[config.mk]
export PLATFORM = sky130hd
export DESIGN_NAME = if_id_buf_flat
export DESIGN_NICKNAME = d
export VERILOG_FILES = /design/src/rtl/if_id_buf_pkg.sv /design/src/rtl/if_id_buf_if.sv /design/src/rtl/if_id_buf_mem.sv /design/src/rtl/if_id_buf.sv /design/src/flat_wrapper.sv
export SDC_FILE = /design/constraint.sdc
export NUM_CORES = 1
export LEC_CHECK = 0
export ABC_AREA = 1
export ABC_CLOCK_PERIOD_IN_PS = 9400
export BUFFER_PORTS_ARGS = -buffer_cell sky130_fd_sc_hd__buf_2
export CAP_MARGIN = 30
export CORE_ASPECT_RATIO = 1.4
export CORE_MARGIN = 5
export CORE_UTILIZATION = 50
export DETAILED_ROUTE_END_ITERATION = 10
export HOLD_SLACK_MARGIN = 0.06
export PLACE_DENSITY_LB_ADDON = 0.05
export SLEW_MARGIN = 20
export SYNTH_ARGS = -nofsm -noshare
export SYNTH_HDL_FRONTEND = slang
export SYNTH_SLANG_ARGS = --single-unit
export TNS_END_PERCENT = 20
[constraint.sdc]
create_clock -name clk -period 9.4 [get_ports clk]
set_clock_uncertainty 0.1 [all_clocks]
set_input_delay 1.88 -clock clk [delete_from_list [all_inputs] [get_ports clk]]
set_output_delay 1.88 -clock clk [all_outputs]
set_load 0.05 [all_outputs]
[src/rtl/if_id_buf_pkg.sv]
// Shared widths, constants and operation encoding for the IF/ID instruction buffer.
package if_id_buf_pkg;

  localparam int unsigned INST_W_DEF = 32;
  localparam int unsigned ADDR_W_DEF = 32;
  localparam int unsigned DEPTH_DEF  = 2;

  // Widest bus the zero word can blank; sliced down to INST_W / ADDR_W at use.
  localparam int unsigned      MAX_W     = 128;
  localparam logic [MAX_W-1:0] ZERO_WORD = 128'd0;

  localparam logic EN   = 1'b1;
  localparam logic STOP = 1'b0;

  typedef enum logic [1:0] {
    OP_HOLD = 2'b00,
    OP_POP  = 2'b01,
    OP_PUSH = 2'b10,
    OP_BOTH = 2'b11
  } fifo_op_e;

endpackage

[src/rtl/if_id_buf_if.sv]
// Fetch/decode handshake bundle for if_id_buf; slave is the buffer, master the surrounding pipeline.
interface if_id_buf_if #(
  parameter int INST_W = if_id_buf_pkg::INST_W_DEF,
  parameter int ADDR_W = if_id_buf_pkg::ADDR_W_DEF,
  parameter int DEPTH  = if_id_buf_pkg::DEPTH_DEF
);

  localparam int CNT_W = $clog2(DEPTH + 1);

  logic              flush;
  logic              in_valid;
  logic [INST_W-1:0] in_inst;
  logic [ADDR_W-1:0] in_pc;
  logic              in_ready;
  logic              out_valid;
  logic [INST_W-1:0] out_inst;
  logic [ADDR_W-1:0] out_pc;
  logic              out_ready;
  logic [CNT_W-1:0]  count;

  modport slave (
    input  flush, in_valid, in_inst, in_pc, out_ready,
    output in_ready, out_valid, out_inst, out_pc, count
  );

  modport master (
    output flush, in_valid, in_inst, in_pc, out_ready,
    input  in_ready, out_valid, out_inst, out_pc, count
  );

endinterface

[src/rtl/if_id_buf_mem.sv]
// Entry storage for if_id_buf: one synchronous write port, one asynchronous read port, never cleared.
module if_id_buf_mem #(
  parameter int DEPTH = if_id_buf_pkg::DEPTH_DEF,
  parameter int WIDTH = if_id_buf_pkg::INST_W_DEF + if_id_buf_pkg::ADDR_W_DEF
) (
  input  logic                     clk,
  input  logic                     we,
  input  logic [$clog2(DEPTH)-1:0] waddr,
  input  logic [WIDTH-1:0]         wdata,
  input  logic [$clog2(DEPTH)-1:0] raddr,
  output logic [WIDTH-1:0]         rdata
);

  import if_id_buf_pkg::*;

  logic [WIDTH-1:0] mem_q [DEPTH];

  // Write port; contents survive reset and flush, occupancy lives in the parent.
  always_ff @(posedge clk) begin
    if (we == EN) begin
      mem_q[waddr] <= wdata;
    end
  end

  assign rdata = mem_q[raddr];

endmodule

[src/rtl/if_id_buf.sv]
// IF/ID instruction buffer: small in-order FIFO between fetch and decode with flush.
// Optional empty-buffer bypass enabled by defining IF_ID_BUF_BYPASS_EN.
module if_id_buf #(
  parameter int INST_W = if_id_buf_pkg::INST_W_DEF,
  parameter int ADDR_W = if_id_buf_pkg::ADDR_W_DEF,
  parameter int DEPTH  = if_id_buf_pkg::DEPTH_DEF
) (
  input logic        clk,
  input logic        rst,
  if_id_buf_if.slave bus
);

  import if_id_buf_pkg::*;

  localparam int PTR_W = $clog2(DEPTH);
  localparam int CNT_W = $clog2(DEPTH + 1);
  localparam int ENT_W = INST_W + ADDR_W;

  logic [PTR_W-1:0] rd_ptr_q, rd_ptr_d;
  logic [PTR_W-1:0] wr_ptr_q, wr_ptr_d;
  logic [CNT_W-1:0] count_q, count_d;
  logic             empty_s;
  logic             bypass_s;
  logic             push_s;
  logic             pop_s;
  logic             mem_we_s;
  logic [ENT_W-1:0] rd_data_s;
  fifo_op_e         op_s;

  if_id_buf_mem #(
    .DEPTH (DEPTH),
    .WIDTH (ENT_W)
  ) u_mem (
    .clk   (clk),
    .we    (mem_we_s),
    .waddr (wr_ptr_q),
    .wdata ({bus.in_inst, bus.in_pc}),
    .raddr (rd_ptr_q),
    .rdata (rd_data_s)
  );

  // Handshakes and decode-side view of the head entry (or the live input when bypassing).
  always_comb begin
    empty_s      = (count_q == CNT_W'(0));
    bus.in_ready = (count_q == CNT_W'(DEPTH)) ? STOP : EN;
`ifdef IF_ID_BUF_BYPASS_EN
    bypass_s = empty_s && bus.in_valid;
    if (bus.flush) begin
      bus.out_valid = STOP;
    end else if (empty_s) begin
      bus.out_valid = bus.in_valid;
    end else begin
      bus.out_valid = EN;
    end
`else
    bypass_s      = STOP;
    bus.out_valid = empty_s ? STOP : EN;
`endif
    // A bypassed entry taken by decode this cycle never enters storage.
    push_s   = bus.in_valid && bus.in_ready && !(bypass_s && bus.out_ready);
    pop_s    = bus.out_valid && bus.out_ready && !empty_s;
    mem_we_s = push_s && !bus.flush;
    if (!bus.out_valid) begin
      bus.out_inst = ZERO_WORD[INST_W-1:0];
      bus.out_pc   = ZERO_WORD[ADDR_W-1:0];
    end else if (bypass_s) begin
      bus.out_inst = bus.in_inst;
      bus.out_pc   = bus.in_pc;
    end else begin
      bus.out_inst = rd_data_s[ENT_W-1:ADDR_W];
      bus.out_pc   = rd_data_s[ADDR_W-1:0];
    end
  end

  // Next pointer/occupancy; flush wins over any push or pop in the same cycle.
  always_comb begin
    rd_ptr_d = rd_ptr_q;
    wr_ptr_d = wr_ptr_q;
    count_d  = count_q;
    op_s     = fifo_op_e'({push_s, pop_s});
    if (bus.flush) begin
      rd_ptr_d = PTR_W'(0);
      wr_ptr_d = PTR_W'(0);
      count_d  = CNT_W'(0);
    end else begin
      case (op_s)
        OP_PUSH: begin
          wr_ptr_d = wr_ptr_q + PTR_W'(1);
          count_d  = count_q + CNT_W'(1);
        end
        OP_POP: begin
          rd_ptr_d = rd_ptr_q + PTR_W'(1);
          count_d  = count_q - CNT_W'(1);
        end
        OP_BOTH: begin
          wr_ptr_d = wr_ptr_q + PTR_W'(1);
          rd_ptr_d = rd_ptr_q + PTR_W'(1);
        end
        default: begin
          rd_ptr_d = rd_ptr_q;
          wr_ptr_d = wr_ptr_q;
          count_d  = count_q;
        end
      endcase
    end
  end

  // State registers; reset empties the buffer without touching storage.
  always_ff @(posedge clk or negedge rst) begin
    if (!rst) begin
      rd_ptr_q <= PTR_W'(0);
      wr_ptr_q <= PTR_W'(0);
      count_q  <= CNT_W'(0);
    end else begin
      rd_ptr_q <= rd_ptr_d;
      wr_ptr_q <= wr_ptr_d;
      count_q  <= count_d;
    end
  end

  assign bus.count = count_q;

endmodule
[src/flat_wrapper.sv]
// flat-port wrapper written by rule: the top's interface ports become plain ports
module if_id_buf_flat import if_id_buf_pkg::*;
#(
  parameter int INST_W = if_id_buf_pkg::INST_W_DEF,
  parameter int ADDR_W = if_id_buf_pkg::ADDR_W_DEF,
  parameter int DEPTH  = if_id_buf_pkg::DEPTH_DEF
)
  (clk, rst, bus_flush, bus_in_valid, bus_in_inst, bus_in_pc, bus_out_ready, bus_in_ready, bus_out_valid, bus_out_inst, bus_out_pc, bus_count);
  if_id_buf_if #(.INST_W(INST_W), .ADDR_W(ADDR_W), .DEPTH(DEPTH)) bus_i ();
  input logic clk;
  input logic rst;
  input wire logic [$bits(bus_i.flush)-1:0] bus_flush;
  input wire logic [$bits(bus_i.in_valid)-1:0] bus_in_valid;
  input wire logic [$bits(bus_i.in_inst)-1:0] bus_in_inst;
  input wire logic [$bits(bus_i.in_pc)-1:0] bus_in_pc;
  input wire logic [$bits(bus_i.out_ready)-1:0] bus_out_ready;
  output wire logic [$bits(bus_i.in_ready)-1:0] bus_in_ready;
  output wire logic [$bits(bus_i.out_valid)-1:0] bus_out_valid;
  output wire logic [$bits(bus_i.out_inst)-1:0] bus_out_inst;
  output wire logic [$bits(bus_i.out_pc)-1:0] bus_out_pc;
  output wire logic [$bits(bus_i.count)-1:0] bus_count;
  assign bus_i.flush = bus_flush;
  assign bus_i.in_valid = bus_in_valid;
  assign bus_i.in_inst = bus_in_inst;
  assign bus_i.in_pc = bus_in_pc;
  assign bus_i.out_ready = bus_out_ready;
  assign bus_in_ready = bus_i.in_ready;
  assign bus_out_valid = bus_i.out_valid;
  assign bus_out_inst = bus_i.out_inst;
  assign bus_out_pc = bus_i.out_pc;
  assign bus_count = bus_i.count;
  if_id_buf #(.INST_W(INST_W), .ADDR_W(ADDR_W), .DEPTH(DEPTH)) u_core (.clk(clk), .rst(rst), .bus(bus_i));
endmodule
==> results of run 1 <==
## through the flow
step                      power [mW]  cells  utilization  cell area [µm²]  setup WS, ns
after floorplan                 1.10    380            -             5070          3.97
after global placement          1.21    634        0.587             5810          5.30
after detailed placement        1.21    634        0.587             5810          5.28
after CTS                       1.92    666        0.653             6470          5.08
after global routing            1.98    666        0.653             6470          4.96
final                           1.91    666        0.653             6470          5.15
## where the power goes
part / switching [mW] / internal [mW]
Sequential: 0.0124 / 0.685
Combinational: 0.399 / 0.0948
Clock: 0.243 / 0.473
## area by class of cell
| type | instances | area share |
|---|---|---|
| Inverter | 7 | 0.00445 |
| Timing Repair Buffer | 140 | 0.110 |
| Sequential cell | 132 | 0.610 |
| Multi-Input combinational cell | 220 | 0.149 |
| Tap cell | 135 | 0.0261 |
| Clock inverter | 15 | 0.0352 |
| Clock buffer | 17 | 0.0658 |
## cell families (layout without fill, tap and decap cells)
logic type	after synthesis	after routing	share of synthesized area
compound gates	68	68	0.0681
buf+inv	28	179	0.0365
flops	132	132	0.778
simple gates	152	152	0.117
## worst max-delay path by stage
stage | startpoint | end | slack, ns | cells after the start
3_3_place_gp | bus_in_valid | u_core.u_mem.mem_q[0][50] | 5.30 | 6
4_1_cts | u_core.bus.count[0] | bus_out_pc[15] | 5.08 | 4
3_5_place_dp | bus_in_valid | u_core.u_mem.mem_q[0][4] | 5.28 | 6
5_1_grt | u_core.bus.count[0] | bus_out_pc[10] | 4.96 | 4
2_1_floorplan | bus_in_valid | u_core.u_mem.mem_q[0][0] | 3.97 | 4
6_report | u_core.bus.count[0] | bus_out_pc[31] | 5.15 | 4
## cell usage in the layout, fill, tap and decap left out, types with 3 or more instances in the layout
cell type and instances:
sky130_fd_sc_hd__inv_6 3, sky130_fd_sc_hd__clkinv_4 4, sky130_fd_sc_hd__nor2_1 4, sky130_fd_sc_hd__dfrtp_1 3, sky130_fd_sc_hd__nand3_1 3, sky130_fd_sc_hd__clkbuf_16 17, sky130_fd_sc_hd__nand2_2 4, sky130_fd_sc_hd__edfxtp_1 128
sky130_fd_sc_hd__bufinv_16 5, sky130_fd_sc_hd__inv_1 5, sky130_fd_sc_hd__a21oi_1 65, sky130_fd_sc_hd__buf_4 4, sky130_fd_sc_hd__buf_2 136, sky130_fd_sc_hd__nand2_1 136, sky130_fd_sc_hd__nor2_4 3
## metal layers
| metal | GRT usage | wire length (µm) | vias to the layer above | part of all wire |
|---|---|---|---|---|
| met3 | 0.0534 | 616 | 9 | 0.057 |
| met5 | 0 | 0 | - | 0 |
| met4 | 0.0688 | 102 | 0 | 0.0095 |
| met1 | 0.200 | 4130 | 1622 | 0.39 |
| li1 | - | - | 1615 | - |
| met2 | 0.325 | 5880 | 106 | 0.55 |
## sequential cells by signal, indices dropped and copies added (netlist names)
register,count
u_core.rd_ptr_q,1
u_core.wr_ptr_q,1
u_core.bus.count,2
u_core.u_mem.mem_q,128
## cells in the mapped netlist
master / n
sky130_fd_sc_hd__nand2_1: 136
sky130_fd_sc_hd__edfxtp_1: 128
sky130_fd_sc_hd__a21oi_1: 65
sky130_fd_sc_hd__buf_2: 11
sky130_fd_sc_hd__nor2_1: 7
sky130_fd_sc_hd__inv_1: 6
sky130_fd_sc_hd__clkbuf_8: 4
sky130_fd_sc_hd__dfrtp_1: 4
sky130_fd_sc_hd__nand2_2: 4
sky130_fd_sc_hd__buf_6: 3
sky130_fd_sc_hd__nand3_1: 3
sky130_fd_sc_hd__clkbuf_1: 2
sky130_fd_sc_hd__a21oi_2: 1
sky130_fd_sc_hd__buf_4: 1
sky130_fd_sc_hd__inv_2: 1
sky130_fd_sc_hd__nand3_2: 1
sky130_fd_sc_hd__nand4_1: 1
sky130_fd_sc_hd__o21ai_0: 1
sky130_fd_sc_hd__o22ai_1: 1
## worst max-delay path, delay by kind of cell (launching register included)
kind	cells	cell delay (ns)
buffers and inverters	2	0.79
AO/OA/AOI/OAI	1	0.14
flip-flops	1	0.47
AND/OR/NAND/NOR	1	0.45
==> summary.md, run 1 <==
The flow ran to the end, and the final reports show no timing, DRC or antenna violations. The clock latency on the worst-skew pair was 0.40 ns; the number of global-route vias before repair was 3378. The total die area is 12300 µm², and the DRC violations left is 0. STA classifies the critical path startpoint as a flop.

The source of the worst hold timing path was u_core.wr_ptr_q. On the critical path, the stage with the largest delay is an instance of sky130_fd_sc_hd__buf_4. The measured slew at the worst slew-check pin is 0.882 ns, and the global routing usage summed across all routing layers is 0.181. The run gives 0 as the post-CTS setup buffer count. Gates resized during post-CTS repair numbered 0. The total nets after synthesis was 449; the detailed router's first-iteration violation count was 218. The share of the clock period used by the worst path after layout came out at 0.452.

The clock slew at the register clock pins of the worst setup and hold paths works out to 0.06 ns. From synthesis to final layout, the design area changed by 27.6%. The setup path with the least slack is of type reg -> out.

The final number of hold-violating endpoints is 0. The routed wire length per instance works out to 16.1 µm. Post-synthesis sequential area ratio: 0.778. The tree built by TritonCTS fans out to 132 sinks. The detail route stage leaves a number of antenna-violating nets equal to 0.

Detailed placement finished with a half-perimeter wire length of 6690 µm. Sort of element at the end of the critical path: an output pin. Setup repair after global routing left no endpoint under its margin. TritonCTS created 17 clock buffers. The worst reg2reg path depth was 5; the required time of the critical path was 7.42 ns. The signal on the critical path passes through nor2_4, buf_4, a21oi_1, buf_2. The worst hold endpoint is u_core.wr_ptr_q.

0 antenna diodes ended up in the layout. For this run, the number of Yosys warnings is 0. In this run the clock root is driven by a sky130_fd_sc_hd__clkbuf_16. The area of the core was 9900 µm²; the count of different cell masters after synthesis was 19.

The path class of the tightest hold or removal check is reg -> reg. The run gives 0.411 as the worst relative slew slack. For the number of pins exceeding their max-slew limit in the final report, the log shows 0.

The die is 95.1 µm wide. Setup total negative slack on the finished layout was measured at 0 ns. The final layout contains 587 nets.

The logs give 0 for the number of buffers inserted for hold repair after clock tree synthesis and 0 for the initial antenna violation count. The synthesized netlist cell count is 380. In the routed layout, each cell is associated on average with a via count of 5.03. TritonCTS built the clock tree. The run gives 235 MHz as the maximum clock frequency. The minimum setup slack among reg-to-reg paths is 6.75 ns, and the number of vias after detailed routing is 3352.

Across the run, the number of max-cap violations was 0. The logs give 137 for the number of primary I/O pins and 0 for the aggregate global routing overflow. The initial core utilization came out at 0.512. Entering global routing, the biggest net connects 67 pins.

The capture point of the worst reg-to-reg path is u_core.u_mem.mem_q[0][36]. The biggest area contributor in the post-synthesis netlist is sky130_fd_sc_hd__edfxtp_1. The share of cells above drive strength 1 is 0.345. Port buffering added 136 buffers. The leakage dissipation was 2.62 nW.

Maximum vdd ir drop: 0.000166 V. In this run the number of H-tree levels came out at 4. Across the whole layout, storage elements account for 3950 µm². The biggest cell delay along the critical path is 0.54 ns, and the maximum clock insertion buffer count is 2.

For this design the ratio of total power to cell area is 295 nW/µm². In this run the critical register-to-register path is launched from u_core.bus.count[0]. The first global-routing pass estimated 16400 µm of wire. The first detailed-routing pass ran for 5 iterations. The final layout contains routed wiring with a total length of 10700 µm. The depth of the worst hold-timing path is 1, and the die extent in y is 129 µm.

Counting the fill cells in the layout gives 828. In the final layout, the multi-input gates occupy 961 µm². The floorplan has 43 rows.

The largest fanout on the critical path was 46. Across all hold checks on the routed design, the worst slack comes to 0.482 ns. The placer congestion estimate is 0.733, and the top-area cell type share of the netlist area is 0.759. After synthesis, the mean cell area works out to 13.3 µm². At the worst endpoint, the arrival time is 2.27 ns.

The mapped netlist covers 5070 µm². The post-layout minimum cycle time works out to 4.25 ns. Synthesis inferred 132 register bits. By area the synthesized netlist is led by sky130_fd_sc_hd__edfxtp_1 76%, sky130_fd_sc_hd__nand2_1 10%, sky130_fd_sc_hd__a21oi_1 6.4%, sky130_fd_sc_hd__dfrtp_1 2.0%, sky130_fd_sc_hd__buf_2 1.1%. The total setup violations reported at the end of the flow was 0.
No activity file was read; power rests on OpenSTA's default activity.
==> inputs of run 2 (changes only) <==
- ABC_AREA: 1 -> 0
- ABC_CLOCK_PERIOD_IN_PS: 9400 -> 3700
- CORE_UTILIZATION: 50 -> 47
- clock period: 9.4 -> 3.7 ns (I/O delays scaled with it)
==> run 2 against run 1 <==
Global-route usage fell by 3.1 points. Sequential cell count is the same. Routed wire length is 11% lower. Core utilization down 4.7 points. Hold slack got worse by 0.058 ns. Register-to-register slack got worse by 5.0 ns. Sequential power increased by 150%. Via count decreased by 13%. First-iteration DRC count shrank 36%. Non-clock buffer count is 2 higher. Sequential share of layout area shrank 0.13 points. Power is 98% higher. Critical path type unchanged. Largest cell class unchanged.
==> summary.md, run 2 <==
The final number of hold-violating endpoints was 0; the xor and xnor fraction of the mapped netlist area was 0.00173. The total nets after synthesis is 366, and the final critical-path setup slack is 0.719 ns. For this run, the number of Yosys warnings is 0. After routing the design area is 6480 µm². The run gives 1.08 ns as the post-placement setup slack. After global routing the overflow that remains totals 0. The compound-gate portion of the synthesized area is 0.00888.

Flip-flop cell with the highest count after synthesis: sky130_fd_sc_hd__edfxtp_1. Among cell families on the critical path, the largest total delay comes from simple AND/OR/NAND/NOR gates. The first TritonRoute pass finished after 4 iterations. The share of the clock period used by the worst path after layout was 0.806.

After detailed routing, the number of remaining DRC violations is 0. Buffers placed on the I/O ports in this run total 136. The run gives 0 as the total setup violations reported at the end of the flow.

The data arrival time of the critical path is 2.14 ns. The H-tree generated during clock tree synthesis spans 4 levels. The logs give 0 for the initial antenna violation count and 14900 µm for the global-route wire length before repair. Max-cap violations in this run came to 0.

After clock tree synthesis, the repair step resized 0 gates. Counting flops per register, the top entry is u_core.u_mem.mem_q. Main combinational cell family by area after synthesis: multiplexers. The cell area that synthesis handed to floorplanning was 5070 µm². The repair_antennas step left the layout with diodes totalling 0. Timing would allow up to 335 MHz.

The aggregate routed wire length is 9580 µm. For the initial core utilization, the log shows 0.474. The net count reported at finish was 513. TritonCTS built the clock tree. The number of pins exceeding their max-slew limit in the final report is 0, and the biggest cell delay along the critical path is 0.58 ns. Traced cell by cell, the critical path runs through nor2_4, buf_4, nor2_1, buf_2. The synthesized design contains 132 register bits. The power density normalized to cell area was 581 nW/µm². At the pin with the least slew margin, the transition time is 0.677 ns. For the count of different cell masters after synthesis, the log shows 22. The post-synthesis mux area share came out at 0.128. The tightest min-delay check is of the in -> reg type.

Sorting the synthesized cells by area gives the leading types as sky130_fd_sc_hd__edfxtp_1 76%, sky130_fd_sc_hd__mux2i_1 13%, sky130_fd_sc_hd__nor2_1 4.9%, sky130_fd_sc_hd__dfrtp_1 2.0%, sky130_fd_sc_hd__buf_6 1.1%. The tools report the kind of start point of the critical path as a flop. The flow ran to the end, and the final reports show no timing, DRC or antenna violations. The tools report the detailed router's first-iteration violation count as 139. The logs give 2904 for the number of vias after detailed routing and 45 for the number of rows created at floorplan. Ranked by instance count, the synthesized netlist is headed by 128 x sky130_fd_sc_hd__edfxtp_1, 66 x sky130_fd_sc_hd__nor2_1, 65 x sky130_fd_sc_hd__mux2i_1. The proportion of register bits with asynchronous set or reset after synthesis came out at 0.0303. For the number of global-route vias before repair, the log shows 3027. The die extent in y is 133 µm.

The synthesized netlist cell count is 297. The die covers 13000 µm². For the antenna violation net count after detailed routing, the log shows 0. For the CTS sink count, the log shows 132.

The master of the slowest instance on the critical path is sky130_fd_sc_hd__nor2_4. After clock tree synthesis, the setup repair step added 0 buffers. Instance area at placement: 5930 µm². Share of cells above drive strength 1: 0.379. The synthesized design spends more area on one cell type than any other, namely sky130_fd_sc_hd__edfxtp_1. The top-area cell type share of the netlist area was 0.757; the largest fanout on the critical path was 28.

The leading cell type in the layout, fill and taps excluded is sky130_fd_sc_hd__buf_2. The sort of element at the end of the critical path was an output pin. CTS placed an instance of sky130_fd_sc_hd__clkbuf_16 at the clock tree root.

Routability-driven placement finished with a final weighted congestion of 0.732. Buffers inserted during clock tree synthesis total 17. Setup repair after global routing left no endpoint under its margin.

From synthesis to final layout, the design area changed by 27.8%. The global routing usage summed across all routing layers is 0.150, and the area fraction in and, or, nand and nor cells after synthesis is 0.0592. The synthesized design contains 128 enable-type register cells. At the later pin of the worst-skew pair, clock insertion delay measures 0.40 ns. After clock tree synthesis, the clock-pin slew on the worst setup and hold paths is 0.05 ns.

The chip width was 97.8 µm. Summed over all nets, the half-perimeter wirelength after detailed placement is 6030 µm. Dividing the detail-routed wire length by the instance count gives 16.0 µm. Required time of the critical path: 2.86 ns.

In the layout the commonest cells are 136 x sky130_fd_sc_hd__buf_2, 128 x sky130_fd_sc_hd__edfxtp_1, 65 x sky130_fd_sc_hd__mux2i_1, 65 x sky130_fd_sc_hd__nor2_1, 17 x sky130_fd_sc_hd__clkbuf_16. The overall power after layout was 3.77 mW; the number of primary I/O pins was 137. The setup path with the least slack is of type reg -> out.

Using the TritonRoute via totals, the vias-per-cell ratio works out to 4.86. The register with the most flip-flops in the layout has 128 of them. For the worst relative slew slack, the log shows 0.547. The average size of a mapped cell was 17.1 µm²; the maximum clock insertion buffer count was 2. Counting I/O delays and the setup requirement, the final critical path takes 2.98 ns. Summed over all cells, the static leakage comes to 2.48 nW. The post-synthesis sequential area ratio is 0.777, and the area of the core is 10700 µm². Entering global routing, the biggest net connects 65 pins. The count of buffering cells on the critical path with inverters included was 2. The logs give 0.606 for the final design utilization and 0.000365 V for the maximum vdd ir drop. The adder-cell share of the synthesized area came out at 0. The dominant cell by count in the synthesized netlist was sky130_fd_sc_hd__edfxtp_1.
[run 2: cell types whose count changed after synthesis, sizes merged, moves of 4 or more]
| cell | previous run | this run |
|---|---|---|
| a21oi | 66 | 4 |
| clkbuf | 6 | 1 |
| inv | 7 | 3 |
| mux2i | 0 | 65 |
| nand2 | 140 | 1 |
| nand3 | 4 | 0 |
| nor2 | 7 | 66 |
[run 2: layer usage]
| layer | vias up | routed length (µm) | GRT usage |
|---|---|---|---|
| met1 | 1395 | 3870 | 0.166 |
| li1 | 1403 | - | - |
| met4 | 0 | 138 | 0.0647 |
| met2 | 94 | 5030 | 0.262 |
| met3 | 12 | 551 | 0.0506 |
| met5 | - | 0 | 0 |
[run 2: worst paths after layout]
kind                            slack [ns]                         to                start  cells past startpoint
worst max-delay path                  0.72           bus_out_inst[13]  u_core.bus.count[0]                      4
worst min-delay path                  0.42   u_core.u_mem.mem_q[0][0]         bus_in_pc[0]                      1
worst max register to register        1.71  u_core.u_mem.mem_q[1][37]  u_core.bus.count[1]                      5
worst min register to register        0.52            u_core.wr_ptr_q      u_core.wr_ptr_q                      2
max in group asynchronous             2.78            u_core.rd_ptr_q                  rst                      2
min in group asynchronous             0.58        u_core.bus.count[1]                  rst                      2
[run 2: timing repair]
item,in CTS,in global routing
hold endpoints to repair,4,0
hold buffers,1,0
endpoints found under the setup margin,0,0
[run 2: cell families after synthesis]
group	count (synthesis)
XOR/XNOR	1
multiplexers	65
buffers and inverters	17
flip-flops	132
AND/OR/NAND/NOR	74
AO/OA/AOI/OAI	8
[run 2: metrics by stage]
| step | hold slack, ns | TNS [ns] | std cells |
|---|---|---|---|
| finish | 0.424 | 0 | 598 |
| global route | 0.403 | 0 | 598 |
| CTS | 0.407 | 0 | 598 |
| detailed placement | 0.454 | 0 | 565 |
| global placement | 0.451 | 0 | 565 |
| floorplan | 0.344 | -39.00 | 297 |
[run 2: final cells by class]
cell class | count | area (µm²)
Fill cell | 864 | 4210
Multi-Input combinational cell | 148 | 1030
Timing Repair Buffer | 142 | 766
Clock inverter | 13 | 116
Sequential cell | 132 | 3950
Tap cell | 141 | 176
Clock buffer | 19 | 433
Inverter | 3 | 11.3
[run 2: where the power goes]
group / internal [mW] / total (mW) / switching [mW] / leakage (nW)
Sequential: 1.70 / 1.73 / 0.0298 / 1.23
Combinational: 0.140 / 0.503 / 0.363 / 0.990
Clock: 0.973 / 1.53 / 0.557 / 0.260
Total: 2.82 / 3.77 / 0.950 / 2.48
[run 2: worst reg2reg max path, cell delays in order (launching register included)]
cell and delay (ns):
sky130_fd_sc_hd__dfrtp_1 0.47, sky130_fd_sc_hd__nor2b_2 0.22, sky130_fd_sc_hd__inv_2 0.08, sky130_fd_sc_hd__nand2_1 0.14, sky130_fd_sc_hd__nor3b_4 0.26, sky130_fd_sc_hd__buf_12 0.36
